==> src/rtl/miner_pkg.sv <==
// rtl/miner_pkg.sv - shared widths and status packing for the golden nonce path
package miner_pkg;

  localparam int NONCE_W        = 32;
  localparam int RESULT_W       = 96;
  localparam int STATUS_W       = 8;
  localparam int STATUS_OVF_BIT = 7;

  // Count occupies the low bits; everything between count and the ovf bit reads zero.
  function automatic logic [STATUS_W-1:0] make_status(input logic ovf, input logic [6:0] cnt);
    logic [STATUS_W-1:0] s;
    s                 = {1'b0, cnt};
    s[STATUS_OVF_BIT] = ovf;
    return s;
  endfunction

endpackage

==> src/rtl/gn_fifo.sv <==
// rtl/gn_fifo.sv - small synchronous FIFO with combinational head read
module gn_fifo
  import miner_pkg::*;
#(
  parameter int DEPTH = 8,
  parameter int AW    = 3,
  parameter int W     = NONCE_W
) (
  input  logic          clk,
  input  logic          reset,
  input  logic          push,
  input  logic          pop,
  input  logic [W-1:0]  din,
  output logic [W-1:0]  head,
  output logic [AW:0]   count,
  output logic          full,
  output logic          empty
);

  localparam logic [AW:0] FULL_CNT = (AW+1)'(DEPTH);

  logic [W-1:0]  mem [DEPTH];
  logic [AW-1:0] rd_ptr;
  logic [AW-1:0] wr_ptr;
  logic          do_push;
  logic          do_pop;

  assign full    = (count == FULL_CNT);
  assign empty   = (count == '0);
  assign do_pop  = pop && !empty;
  // A push on full is only taken when a pop frees the head slot in the same cycle.
  assign do_push = push && (!full || do_pop);
  assign head    = mem[rd_ptr];

  always_ff @(posedge clk) begin
    if (do_push) begin
      mem[wr_ptr] <= din;
    end
  end

  always_ff @(posedge clk or negedge reset) begin
    if (!reset) begin
      rd_ptr <= '0;
      wr_ptr <= '0;
      count  <= '0;
    end else begin
      if (do_push) begin
        wr_ptr <= wr_ptr + 1'b1;
      end
      if (do_pop) begin
        rd_ptr <= rd_ptr + 1'b1;
      end
      case ({do_push, do_pop})
        2'b10:   count <= count + 1'b1;
        2'b01:   count <= count - 1'b1;
        default: count <= count;
      endcase
    end
  end

endmodule

==> src/rtl/golden_nonce_queue.sv <==
// rtl/golden_nonce_queue.sv - queues new golden nonces and hands one per host snapshot
module golden_nonce_queue
  import miner_pkg::*;
#(
  parameter int DEPTH = 8,
  parameter int AW    = 3
) (
  input  logic                clk,
  input  logic                reset,
  input  logic [NONCE_W-1:0]  golden_nonce,
  input  logic [NONCE_W-1:0]  nonce2,
  input  logic [NONCE_W-1:0]  hash2,
  input  logic                snap,
  output logic [RESULT_W-1:0] out_data,
  output logic [STATUS_W-1:0] out_status,
  output logic                out_strobe
);

  logic [NONCE_W-1:0] last_gn;
  logic [NONCE_W-1:0] head;
  logic [NONCE_W-1:0] head_or_zero;
  logic [AW:0]        count;
  logic               full;
  logic               empty;
  logic               push;
  logic               pop;
  logic               overflow;
  logic               ovf;

  // The core holds its last find; only a change to a new non-zero value is a new nonce.
  assign push         = (golden_nonce != '0) && (golden_nonce != last_gn);
  assign pop          = snap && !empty;
  assign overflow     = push && full && !pop;
  assign head_or_zero = empty ? {NONCE_W{1'b0}} : head;

  gn_fifo #(
    .DEPTH (DEPTH),
    .AW    (AW),
    .W     (NONCE_W)
  ) u_fifo (
    .clk   (clk),
    .reset (reset),
    .push  (push),
    .pop   (pop),
    .din   (golden_nonce),
    .head  (head),
    .count (count),
    .full  (full),
    .empty (empty)
  );

  always_ff @(posedge clk or negedge reset) begin
    if (!reset) begin
      last_gn <= '0;
      ovf     <= 1'b0;
    end else begin
      if (push) begin
        last_gn <= golden_nonce;
      end
      // Set wins over the clear-on-read so a coinciding drop is never hidden.
      if (overflow) begin
        ovf <= 1'b1;
      end else if (snap) begin
        ovf <= 1'b0;
      end
    end
  end

  always_ff @(posedge clk or negedge reset) begin
    if (!reset) begin
      out_data   <= '0;
      out_status <= '0;
      out_strobe <= 1'b0;
    end else begin
      out_strobe <= snap;
      if (snap) begin
        out_data   <= {hash2, nonce2, head_or_zero};
        out_status <= make_status(ovf, 7'(count));
      end
    end
  end

endmodule

==> config.mk <==
export PLATFORM = sky130hd
export DESIGN_NAME = golden_nonce_queue
export DESIGN_NICKNAME = d
export VERILOG_FILES = /design/src/rtl/miner_pkg.sv /design/src/rtl/gn_fifo.sv /design/src/rtl/golden_nonce_queue.sv
export SDC_FILE = /design/constraint.sdc
export NUM_CORES = 1
export LEC_CHECK = 0
export ABC_AREA = 1
export BUFFER_PORTS_ARGS = -buffer_cell sky130_fd_sc_hd__buf_2
export CORE_ASPECT_RATIO = 0.6
export CORE_UTILIZATION = 48
export CTS_BUF_LIST = sky130_fd_sc_hd__clkbuf_16
export CTS_CLUSTER_SIZE = 30
export DETAILED_ROUTE_END_ITERATION = 7
export GPL_TIMING_DRIVEN = 1
export PLACE_DENSITY = 0.71
export SLEW_MARGIN = 10
export SYNTH_ARGS = -nofsm -noshare
export SYNTH_HDL_FRONTEND = slang
export SYNTH_SLANG_ARGS = --single-unit
export TNS_END_PERCENT = 20
==> constraint.sdc <==
create_clock -name clk -period 3.1 [get_ports clk]
set_clock_uncertainty 0.05 [all_clocks]
set_input_delay 0.465 -clock clk [delete_from_list [all_inputs] [get_ports clk]]
set_output_delay 0.465 -clock clk [all_outputs]
set_load 0.01 [all_outputs]
==> results of run 1 <==
[metrics by stage]
stage | util (%) | power (W) | instances | instance area, um^2 | hold slack (ps)
floorplan | - | 0.0107 | 1381 | 16100 | 119
global placement | 54.2 | 0.0124 | 1994 | 17700 | 398
detailed placement | 54.2 | 0.0125 | 1994 | 17700 | 403
CTS | 57.6 | 0.0168 | 2063 | 18900 | 50.0
global route | 57.7 | 0.0176 | 2064 | 18900 | 69.2
finish | 57.7 | 0.0167 | 2064 | 18900 | 76.1
[power by group through the flow]
stage	clock network (W)	logic [W]	registers [W]
after floorplan	0	0.00290	0.00776
after global placement	0	0.00454	0.00784
after detailed placement	0	0.00463	0.00787
after CTS	0.00437	0.00466	0.00778
after global routing	0.00459	0.00513	0.00791
final	0.00428	0.00461	0.00778
[worst min-delay path: stages]
cell and delay [ps]:
buf_2 70, nand2_1 40, nand2_1 50
[logic make-up (layout without fill, tap and decap cells)]
| logic type | after synthesis | in the layout | synth area share [%] |
|---|---|---|---|
| flip-flops | 401 | 401 | 70.3 |
| adder cells (fa/ha/maj) | 6 | 6 | 0.513 |
| other | 1 | 3 | 0.0233 |
| AO/OA/AOI/OAI | 215 | 215 | 8.09 |
| XOR/XNOR | 29 | 29 | 1.58 |
| multiplexers | 32 | 32 | 1.99 |
| AND/OR/NAND/NOR | 583 | 583 | 14.3 |
| buffers and inverters | 112 | 345 | 3.25 |
[repair_timing]
action | CTS | global route
buffers inserted | 0 | 0
resized for setup | 0 | 0
endpoints found under the hold margin | 48 | 0
hold buffers | 1 | 0
[worst min path at each step]
| stage | to | slack [ps] | cells after the start |
|---|---|---|---|
| 2_1_floorplan | last_gn[0] | 120 | 0 |
| 3_3_place_gp | out_data[57] | 400 | 2 |
| 3_5_place_dp | out_data[84] | 400 | 2 |
| 4_1_cts | out_data[79] | 50 | 3 |
| 5_1_grt | out_data[83] | 70 | 3 |
| 6_report | out_data[79] | 80 | 3 |
[placed cells by master, fill, tap and decap left out, drive strengths merged]
cell type      n
xor2           4
nand2        385
clkinv        11
buf          243
mux2i         32
clkinvlp       1
fa             1
nand3         32
nor3           4
nand4          4
ha             5
xnor2         25
a21oi          2
edfxtp       256
inv           49
dlygate4sd3    1
clkbuf        39
o21ai        117
nor2         158
o22ai         32
dfrtp        145
o211ai        64
conb           3
bufinv         1
[state kept, by name, summed over array words and instances (netlist names)]
name / flops
u_fifo.mem: 256
out_strobe: 1
u_fifo.rd_ptr: 3
out_data: 96
out_status: 5
u_fifo.wr_ptr: 3
u_fifo.count: 4
ovf: 1
last_gn: 32
[layout make-up]
cell class                      instances  area share, %
Sequential cell                       401           60.0
Multi-Input combinational cell        868           22.9
Timing Repair Buffer                  244           7.49
Clock buffer                           39           5.17
Tap cell                              450           2.98
Clock inverter                         29          0.795
Inverter                               33          0.662
[per-layer routing]
layer	part of all wire, %	global-route usage [%]	vias up
met5	0.085	0	-
li1	-	-	5160
met1	47	31.9	5261
met2	44	34.6	364
met3	7.2	5.15	45
met4	1.1	4.59	4
==> results.md, run 1 <==
* Outcome: finished clean
* Critical path depth in cells at 16
* P_int at 0.0111 W
* Yosys top cell by area: edfxtp_1
* Final Cycle Share at 88.8%
* Count leader, synth: nand2_1
* CP top delay family: simple AND/OR/NAND/NOR gates
* Type of the most critical hold path: input port to flop
* Max stage delay cell, worst path: dfrtp_1
* Leading register cell type out of synthesis: edfxtp_1
* Starting Density at 49.2%
* Setup tns final at 0 ps
* Die Ht at 144 um
* Fmax at 363 MHz
* # nets final at 1690
* Worst setup endpoint: u_fifo.count[3]
* Worst setup SP type: flop
* First-iteration detailed-routing DRC count at 821
* WL/cell at 18.3 um
* VDD IR max at 559 uV
* Fillers at 2700
* Final Hold Fails at 0
* # DRC at 0
* Row count at 51
* Most common cell on crit path: nand2_1
* Share of layout cells above drive strength 1 at 20.9%
* Cell count of the worst reg-to-reg path at 16
* Slew Viols, Final at 0
* IO Pins at 204
* I/O Buffers at 200
* Reg-to-reg startpoint: last_gn[1]
* Cell variety after synth at 34
* CTS sink count at 401
* Worst path max stage delay at 390 ps
* Syn Inst Count at 1379
* Layout area overhead at 17.3%
* Final min period at 2750 ps
* GP Congestion at 0.771
* Max H-tree Level at 2
* Max cap viols at 0
* Vias per inst at 5.25
* Synth warnings at 0
* PnR worst setup slack at 348 ps
* Switching Share at 33.5%
* Post-DP HPWL at 22.5 mm
* Chip width at 238 um
* P_leak at 7.92 nW
* Worst path arrival time at 3110 ps
* CTS tree: done
* Largest net degree at the start of global routing at 130
* Crit path max fanout at 5
* Clock power share at 25.7%
* RSZ-0062 raised after global routing: no
* Setup violators final at 0
* Die area at 34300 um^2
* Global route overflow at 0
* Post-route ant nets at 0
* Multi-input gate area at 4330 um^2
* Synthesized flop and latch total at 401
* Antenna Diode Count at 0
* Crit path buf inv count at 1
* Sequential power share at 46.7%
* Worst slew pin tran at 1190 ps
* Synthesized area per cell at 11.7 um^2
* CTS max path bufs at 3
* Combinational share of power at 27.7%
* Core area at 32700 um^2
* Type of element capturing the critical path: flop
* FF+latch area at 11300 um^2
* Power density over the cells at 882 nW/um^2
* Post-synth EDFFs at 256
* CP startpoint: last_gn[1]
* All-Layer GR Usage at 22.2%
* CTS clk-pin slew, worst paths at 70 ps
* Reg2Reg Capture Point: u_fifo.count[3]
* Most common library cells after synthesis: 375 x nand2_1, 256 x edfxtp_1, 156 x nor2_1
* Sequential fraction of the synthesis area at 70.3%
* Vias post-DR at 10.8k
* Initial antenna violation count at 2
* Pre-CTS setup slack at 60.0 ps
* First-pass GRT wire length at 58.2 mm
* Pre-Repair DR Iteration Count at 5
* Sw power at 0.00559 W
* Crit path cell chain: inv_1 -> nand2_1 -> nand2_1 -> nand2_1 -> nor2_1 -> nand2_1 -> nor2_2 -> nand2_4 -> nand3_2 -> ha_1 -> ha_1 -> a21oi_1 -> nand2_1 -> a21oi_1 -> o21ai_0 -> xor2_1
* Mapped Area at 16100 um^2
* Latest clock arrival within the worst-skew pair at 540 ps
* Inserted Clock Buffers at 37
* Min-delay src: hash2[15]
* DRT Wirelength at 37.9 mm
* CP required at 3460 ps
* Async set-reset flop share out of synthesis at 36.2%
* Reg2Reg Setup Slack at 350 ps
* Synth area leaders: edfxtp_1 48%, dfrtp_1 23%, nand2_1 8.7%, nor2_1 3.6%, o21ai_0 3.0%
* Root buffer cell: clkbuf_16
* Critical path class: flop to flop
* Synth top area share at 47.7%
* Vias in the first global route at 10.3k
* Worst slew margin at 21.0%
Note: power is estimated with default switching activity, not from simulation.
==> run 2, diff against run 1 <==
--- a/config.mk
+++ b/config.mk
@@ -6,14 +6,14 @@
 export NUM_CORES = 1
 export LEC_CHECK = 0
 export ABC_AREA = 1
-export BUFFER_PORTS_ARGS = -buffer_cell sky130_fd_sc_hd__buf_2
 export CORE_ASPECT_RATIO = 0.6
 export CORE_UTILIZATION = 48
 export CTS_BUF_LIST = sky130_fd_sc_hd__clkbuf_16
 export CTS_CLUSTER_SIZE = 30
 export DETAILED_ROUTE_END_ITERATION = 7
+export DONT_BUFFER_PORTS = 1
 export GPL_TIMING_DRIVEN = 1
-export PLACE_DENSITY = 0.71
+export PLACE_DENSITY = 0.65
 export SLEW_MARGIN = 10
 export SYNTH_ARGS = -nofsm -noshare
 export SYNTH_HDL_FRONTEND = slang
==> run 2 against run 1 <==
The run now ends with negative hold slack left. First-iteration DRC count increased by 10%. Power is 2.2% higher. Highest routed layer is now met4. Sequential power up 3.7%.
==> results.md, run 2 (same netlist as run 1, synthesis figures left out) <==
* Pre-Repair DR Iteration Count at 5 (unchanged)
* Root buffer cell: clkbuf_16
* Latest clock arrival within the worst-skew pair at 540 ps (about the same)
* Initial antenna violation count at 0 (-2)
* First-pass GRT wire length at 60.7 mm (+4.2%)
* Worst path arrival time at 3080 ps (-30 ps)
* Type of the most critical hold path: input port to asynchronous set/reset pin
* WL/cell at 20.5 um (+12%)
* Sequential power share at 47.4% (+0.7 points)
* First-iteration detailed-routing DRC count at 904 (+10%)
* # DRC at 0 (unchanged)
* Max cap viols at 0 (unchanged)
* # nets final at 1556 (-7.9%)
* Commonest non-fill, non-tap cell in the layout: nand2_1
* Multi-input gate area at 4330 um^2 (unchanged)
* Antenna Diode Count at 0 (unchanged)
* Biggest regs: u_fifo.mem: 256 flops, out_data: 96 flops, last_gn: 32 flops
* Fmax at 344 MHz (-5.3%)
* Largest Register: u_fifo.mem
* Hold_ws at -411 ps (-487 ps)
* DRT Wirelength at 39.5 mm (+4.4%)
* Most frequent cells in the layout: 375 x nand2_1, 256 x edfxtp_1, 148 x nor2_1
* Largest net degree at the start of global routing at 146 (+12%)
* Clock power share at 29.1% (+3.4 points)
* Post-CTS Setup Bufs at 0 (unchanged)
* Switching Share at 32.7% (-0.82 points)
* Fillers at 2652 (-1.8%)
* All-Layer GR Usage at 23.5% (+1.3 points)
* Slew Viols, Final at 0 (unchanged)
* Worst slew pin tran at 982 ps (-203 ps)
* Sw power at 0.00557 W (-0.28%)
* Final min period at 2910 ps (+155 ps)
* Outcome: finished, violations left
* Inserted Clock Buffers at 38 (+2.7%)
* Die area at 34300 um^2 (unchanged)
* Share of layout cells above drive strength 1 at 8.51% (-12 points)
* FF+latch area at 11300 um^2 (unchanged)
* RSZ-0062 raised after global routing: no
* Post-CTS sizing at 0 (unchanged)
* Combinational share of power at 23.6% (-4.1 points)
* Power density over the cells at 908 nW/um^2 (+2.9%)
* Vias in the first global route at 10.2k (-1.4%)
* CTS sink count at 401 (unchanged)
* CP required at 3270 ps (-190 ps)
* IO Pins at 204 (unchanged)
* Vias post-DR at 10.5k (-3.1%)
* Type of element capturing the critical path: flop
* VDD IR max at 492 uV (-12%)
* CTS max path bufs at 3 (unchanged)
* CTS tree: done
* Row count at 51 (unchanged)
* Worst slew margin at 34.5% (+14 points)
* CTS clk-pin slew, worst paths at 70 ps (about the same)
* Global route overflow at 0 (unchanged)
* Power Total at 0.0170 W (+2.2%)
* Chip width at 238 um (unchanged)
* Post-route ant nets at 0 (unchanged)
* Failing checks: negative hold slack
* Reg2Reg Setup Slack at 460 ps (+110 ps)
* Vias per inst at 5.44 (+3.6%)
* Core area at 32700 um^2 (unchanged)
* Post-DP HPWL at 21.4 mm (-4.6%)
* GP Congestion at 0.816 (+5.9%)
* P_leak at 7.41 nW (-6.5%)
* CTS Hold Bufs at 84 (+83)
* Setup violators final at 0 (unchanged)
* Max reg flops at 256 (unchanged)
* Critical path class: input port to flop
* Die Ht at 144 um (unchanged)
* Layout area overhead at 16.4%
* I/O Buffers at 0 (-100%)
* Worst setup SP type: input port
* Final Hold Fails at 145 (+145)
* Setup tns final at 0 ps (unchanged)
* Final Cycle Share at 93.8% (+5.0 points)
* Max H-tree Level at 2 (unchanged)
* P_int at 0.0115 W (+3.5%)
* Starting Density at 49.2% (unchanged)
* Crit path max fanout at 21 (+16)
==> run 2: changes by cell type in the layout (fill, tap and decap cells not counted), sizes merged <==
| cell | delta |
|---|---|
| clkinvlp | -1 |
| dlygate4sd3 | +82 |
| bufinv | +7 |
| buf | -217 |
| inv | -8 |
| clkinv | +3 |
==> run 2: path summary, 6_finish.rpt <==
check	cells past startpoint	from	end
worst max-delay path	11	golden_nonce[13]	u_fifo.mem[1][30]
worst max register to register	14	last_gn[3]	u_fifo.count[3]
worst min register to register	2	last_gn[30]	last_gn[30]
min in group clk	2	golden_nonce[14]	last_gn[14]
worst min-delay path	0	reset	out_data[13]
max in group asynchronous	0	reset	out_data[86]
==> run 2: cell type report <==
class / instances / area share (%)
multi-input cells: 868 / 23.1
flip-flops and latches: 401 / 60.4
inverters: 33 / 0.667
well taps: 450 / 3.00
clock buffers: 39 / 5.20
clock inverters: 30 / 1.82
repair buffers: 109 / 5.81
==> run 2: through the flow <==
stage          cells  util [%]  instance area [um^2]  setup slack [ps]
2_1_floorplan   1381         -                 16100               144
3_3_place_gp    1777      50.7                 16600               411
3_5_place_dp    1777      50.7                 16600               406
4_1_cts         1930      57.3                 18800               168
5_1_grt         1930      57.3                 18800              7.06
6_report        1930      57.3                 18800               193
==> run 2: critical path, cell delays in order <==
cell	delay, ps
dlygate4sd3_1	750
inv_2	60
nand2_1	80
nor3_1	40
nand3_1	120
nor2_1	80
nand2_2	80
nand3_2	130
buf_12	200
nor2_4	680
buf_4	360
==> run 2: power groups by stage <==
| stage | logic, W | registers, W | clock network [W] |
|---|---|---|---|
| after floorplan | 0.00290 | 0.00776 | 0 |
| final | 0.00402 | 0.00807 | 0.00495 |
| after CTS | 0.00404 | 0.00806 | 0.00505 |
| after global routing | 0.00446 | 0.00819 | 0.00525 |
| after global placement | 0.00380 | 0.00814 | 0 |
| after detailed placement | 0.00388 | 0.00816 | 0 |
==> run 2: metal layers <==
metal / vias to the layer above / track usage, % / part of all wire, %
li1: 4898 / - / -
met1: 5192 / 35.3 / 47
met2: 356 / 35.5 / 44
met3: 50 / 4.38 / 7.0
met4: 0 / 5.13 / 1.3
met5: - / 0 / 0
==> run 3, diff against run 2 <==
--- a/config.mk
+++ b/config.mk
@@ -7,13 +7,14 @@
 export LEC_CHECK = 0
 export ABC_AREA = 1
 export CORE_ASPECT_RATIO = 0.6
-export CORE_UTILIZATION = 48
+export CORE_UTILIZATION = 42
 export CTS_BUF_LIST = sky130_fd_sc_hd__clkbuf_16
 export CTS_CLUSTER_SIZE = 30
 export DETAILED_ROUTE_END_ITERATION = 7
 export DONT_BUFFER_PORTS = 1
 export GPL_TIMING_DRIVEN = 1
-export PLACE_DENSITY = 0.65
+export PLACE_DENSITY = 0.59
+export REMOVE_ABC_BUFFERS = 1
 export SLEW_MARGIN = 10
 export SYNTH_ARGS = -nofsm -noshare
 export SYNTH_HDL_FRONTEND = slang
==> run 3 against run 2 <==
The run still ends with negative hold slack left. Worst hold slack worse by 18 ps. Sequential share of layout area is 0.056 points higher. Wire length is 0.14% higher. Count of clock-buffer cells in the layout stayed put. Clock power is 3% lower. Critical path type unchanged.
==> results.md, run 3 (same netlist as run 1, synthesis figures left out) <==
* Outcome: finished, violations left
* Failing checks: negative hold slack
* GP Congestion at 0.806 (-1.2%)
* Crit path max fanout at 10 (-52%)
* Setup tns final at 0 ps (unchanged)
* Pre-Repair DR Iteration Count at 5 (unchanged)
* Final Hold Fails at 145 (unchanged)
* Max cap viols at 0 (unchanged)
* Worst setup SP type: input port
* Inserted Clock Buffers at 38 (unchanged)
* Worst slew pin tran at 897 ps (-85.2 ps)
* First-pass GRT wire length at 60.9 mm (+0.40%)
* Combinational share of power at 24.0% (+0.4 points)
* Post-DP HPWL at 22.2 mm (+3.7%)
* DRT Wirelength at 39.6 mm (+0.14%)
* Largest Register: u_fifo.mem
* Final min period at 2910 ps (+1.29 ps)
* Most frequent cells in the layout: 375 x nand2_1, 256 x edfxtp_1, 148 x nor2_1
* CTS Hold Bufs at 80 (-4.8%)
* Vias in the first global route at 9977 (-1.7%)
* WL/cell at 19.9 um (-2.8%)
* Fmax at 344 MHz (about the same)
* Initial antenna violation count at 1 (+1)
* Root buffer cell: clkbuf_16
* Worst path arrival time at 3260 ps (+180 ps)
* CTS max path bufs at 3 (unchanged)
* P_int at 0.0113 W (-1.6%)
* Die area at 39200 um^2 (+14%)
* Global route overflow at 0 (unchanged)
* Reg2Reg Setup Slack at 320 ps (-140 ps)
* Worst slew margin at 40.0% (+5.5 points)
* Slew Viols, Final at 0 (unchanged)
* Final Cycle Share at 93.8% (about the same)
* IO Pins at 204 (unchanged)
* CP required at 3450 ps (+180 ps)
* Vias per inst at 5.18 (-4.8%)
* Layout area overhead at 16.3% (about the same)
* I/O Buffers at 0 (unchanged)
* Latest clock arrival within the worst-skew pair at 540 ps (about the same)
* Critical path class: input port to flop
* Chip width at 255 um (+6.8%)
* Post-route ant nets at 0 (unchanged)
* VDD IR max at 547 uV (+11%)
* RSZ-0062 raised after global routing: no
* Share of layout cells above drive strength 1 at 8.60% (+0.091 points)
* All-Layer GR Usage at 20.5% (-3.0 points)
* Power Total at 0.0168 W (-1.2%)
* Sequential power share at 47.4% (about the same)
* Die Ht at 154 um (+6.8%)
* Clock power share at 28.6% (-0.5 points)
* PnR worst setup slack at 191 ps (-1.29 ps)
* CTS clk-pin slew, worst paths at 70 ps (about the same)
* CTS tree: done
* Row count at 55 (+7.8%)
* # nets final at 1552 (-0.26%)
* Largest net degree at the start of global routing at 146 (unchanged)
* Pre-CTS setup slack at 149 ps (-257 ps)
* Starting Density at 42.7% (-6.5 points)
* Commonest non-fill, non-tap cell in the layout: nand2_1
* Sw power at 0.00554 W (-0.56%)
* Setup violators final at 0 (unchanged)
* Max reg flops at 256 (unchanged)
* CTS sink count at 401 (unchanged)
* P_leak at 7.36 nW (-0.72%)
* # DRC at 0 (unchanged)
* First-iteration detailed-routing DRC count at 1006 (+11%)
* Biggest regs: u_fifo.mem: 256 flops, out_data: 96 flops, last_gn: 32 flops
* Hold_ws at -429 ps (-17.6 ps)
* Power density over the cells at 898 nW/um^2 (-1.1%)
* Vias post-DR at 10.3k (-1.9%)
* Max H-tree Level at 2 (unchanged)
* Antenna Diode Count at 0 (unchanged)
* Type of the most critical hold path: input port to asynchronous set/reset pin
* Type of element capturing the critical path: flop
* Switching Share at 32.9% (+0.22 points)
* Core area at 37700 um^2 (+15%)
run 3: layout make-up:
cell class	instances	area (um^2)
Inverter	33	126
Sequential cell	401	11300
Multi-Input combinational cell	868	4340
Clock buffer	39	976
Fill cell	3336	19000
Timing Repair Buffer	105	1030
Tap cell	513	642
Clock inverter	30	297
run 3: final timing paths:
kind	startpoint	cells after the start	to
worst max-delay path	golden_nonce[20]	15	u_fifo.count[3]
worst min-delay path	reset	0	out_data[9]
worst max register to register	last_gn[0]	16	u_fifo.count[3]
worst min register to register	last_gn[3]	2	last_gn[3]
max in group asynchronous	reset	0	u_fifo.rd_ptr[1]
min in group clk	golden_nonce[12]	2	last_gn[12]
run 3: through the flow:
step	cell area, um^2	instances	utilization (%)	hold WS [ps]
detailed placement	16700	1840	44.2	123
floorplan	15700	1302	-	119
global placement	16700	1840	44.2	123
CTS	18700	1989	49.7	-451
finish	18700	1989	49.7	-429
global route	18700	1989	49.7	-460
run 3: power by group through the flow:
stage / clock (W) / sequential (W) / combinational [W]
after floorplan: 0 / 0.00815 / 0.00236
after global placement: 0 / 0.00807 / 0.00388
after detailed placement: 0 / 0.00809 / 0.00394
after CTS: 0.00491 / 0.00798 / 0.00409
after global routing: 0.00510 / 0.00811 / 0.00453
final: 0.00481 / 0.00797 / 0.00404
run 3: critical path: stages:
cell and delay, ps:
dlygate4sd3_1 590, inv_2 100, nand2_1 50, nor3_1 210, nand3_1 190, nor2_1 150
nand2_2 90, nand3_4 230, ha_2 290, ha_1 270, a21oi_1 140, nand2_1 70
a21oi_1 120, o21ai_0 120, xor2_1 150
run 3: repair_timing:
action,CTS,global route
buffers inserted,0,0
setup endpoints to repair,0,61
resized for setup,0,2
endpoints found under the hold margin,453,145
run 3: routing by layer:
layer  share of wire [%]  track usage [%]
met5                   0                0
met1                  48             31.6
met3                 6.8             4.20
met4                 1.8             4.45
met2                  43             29.8
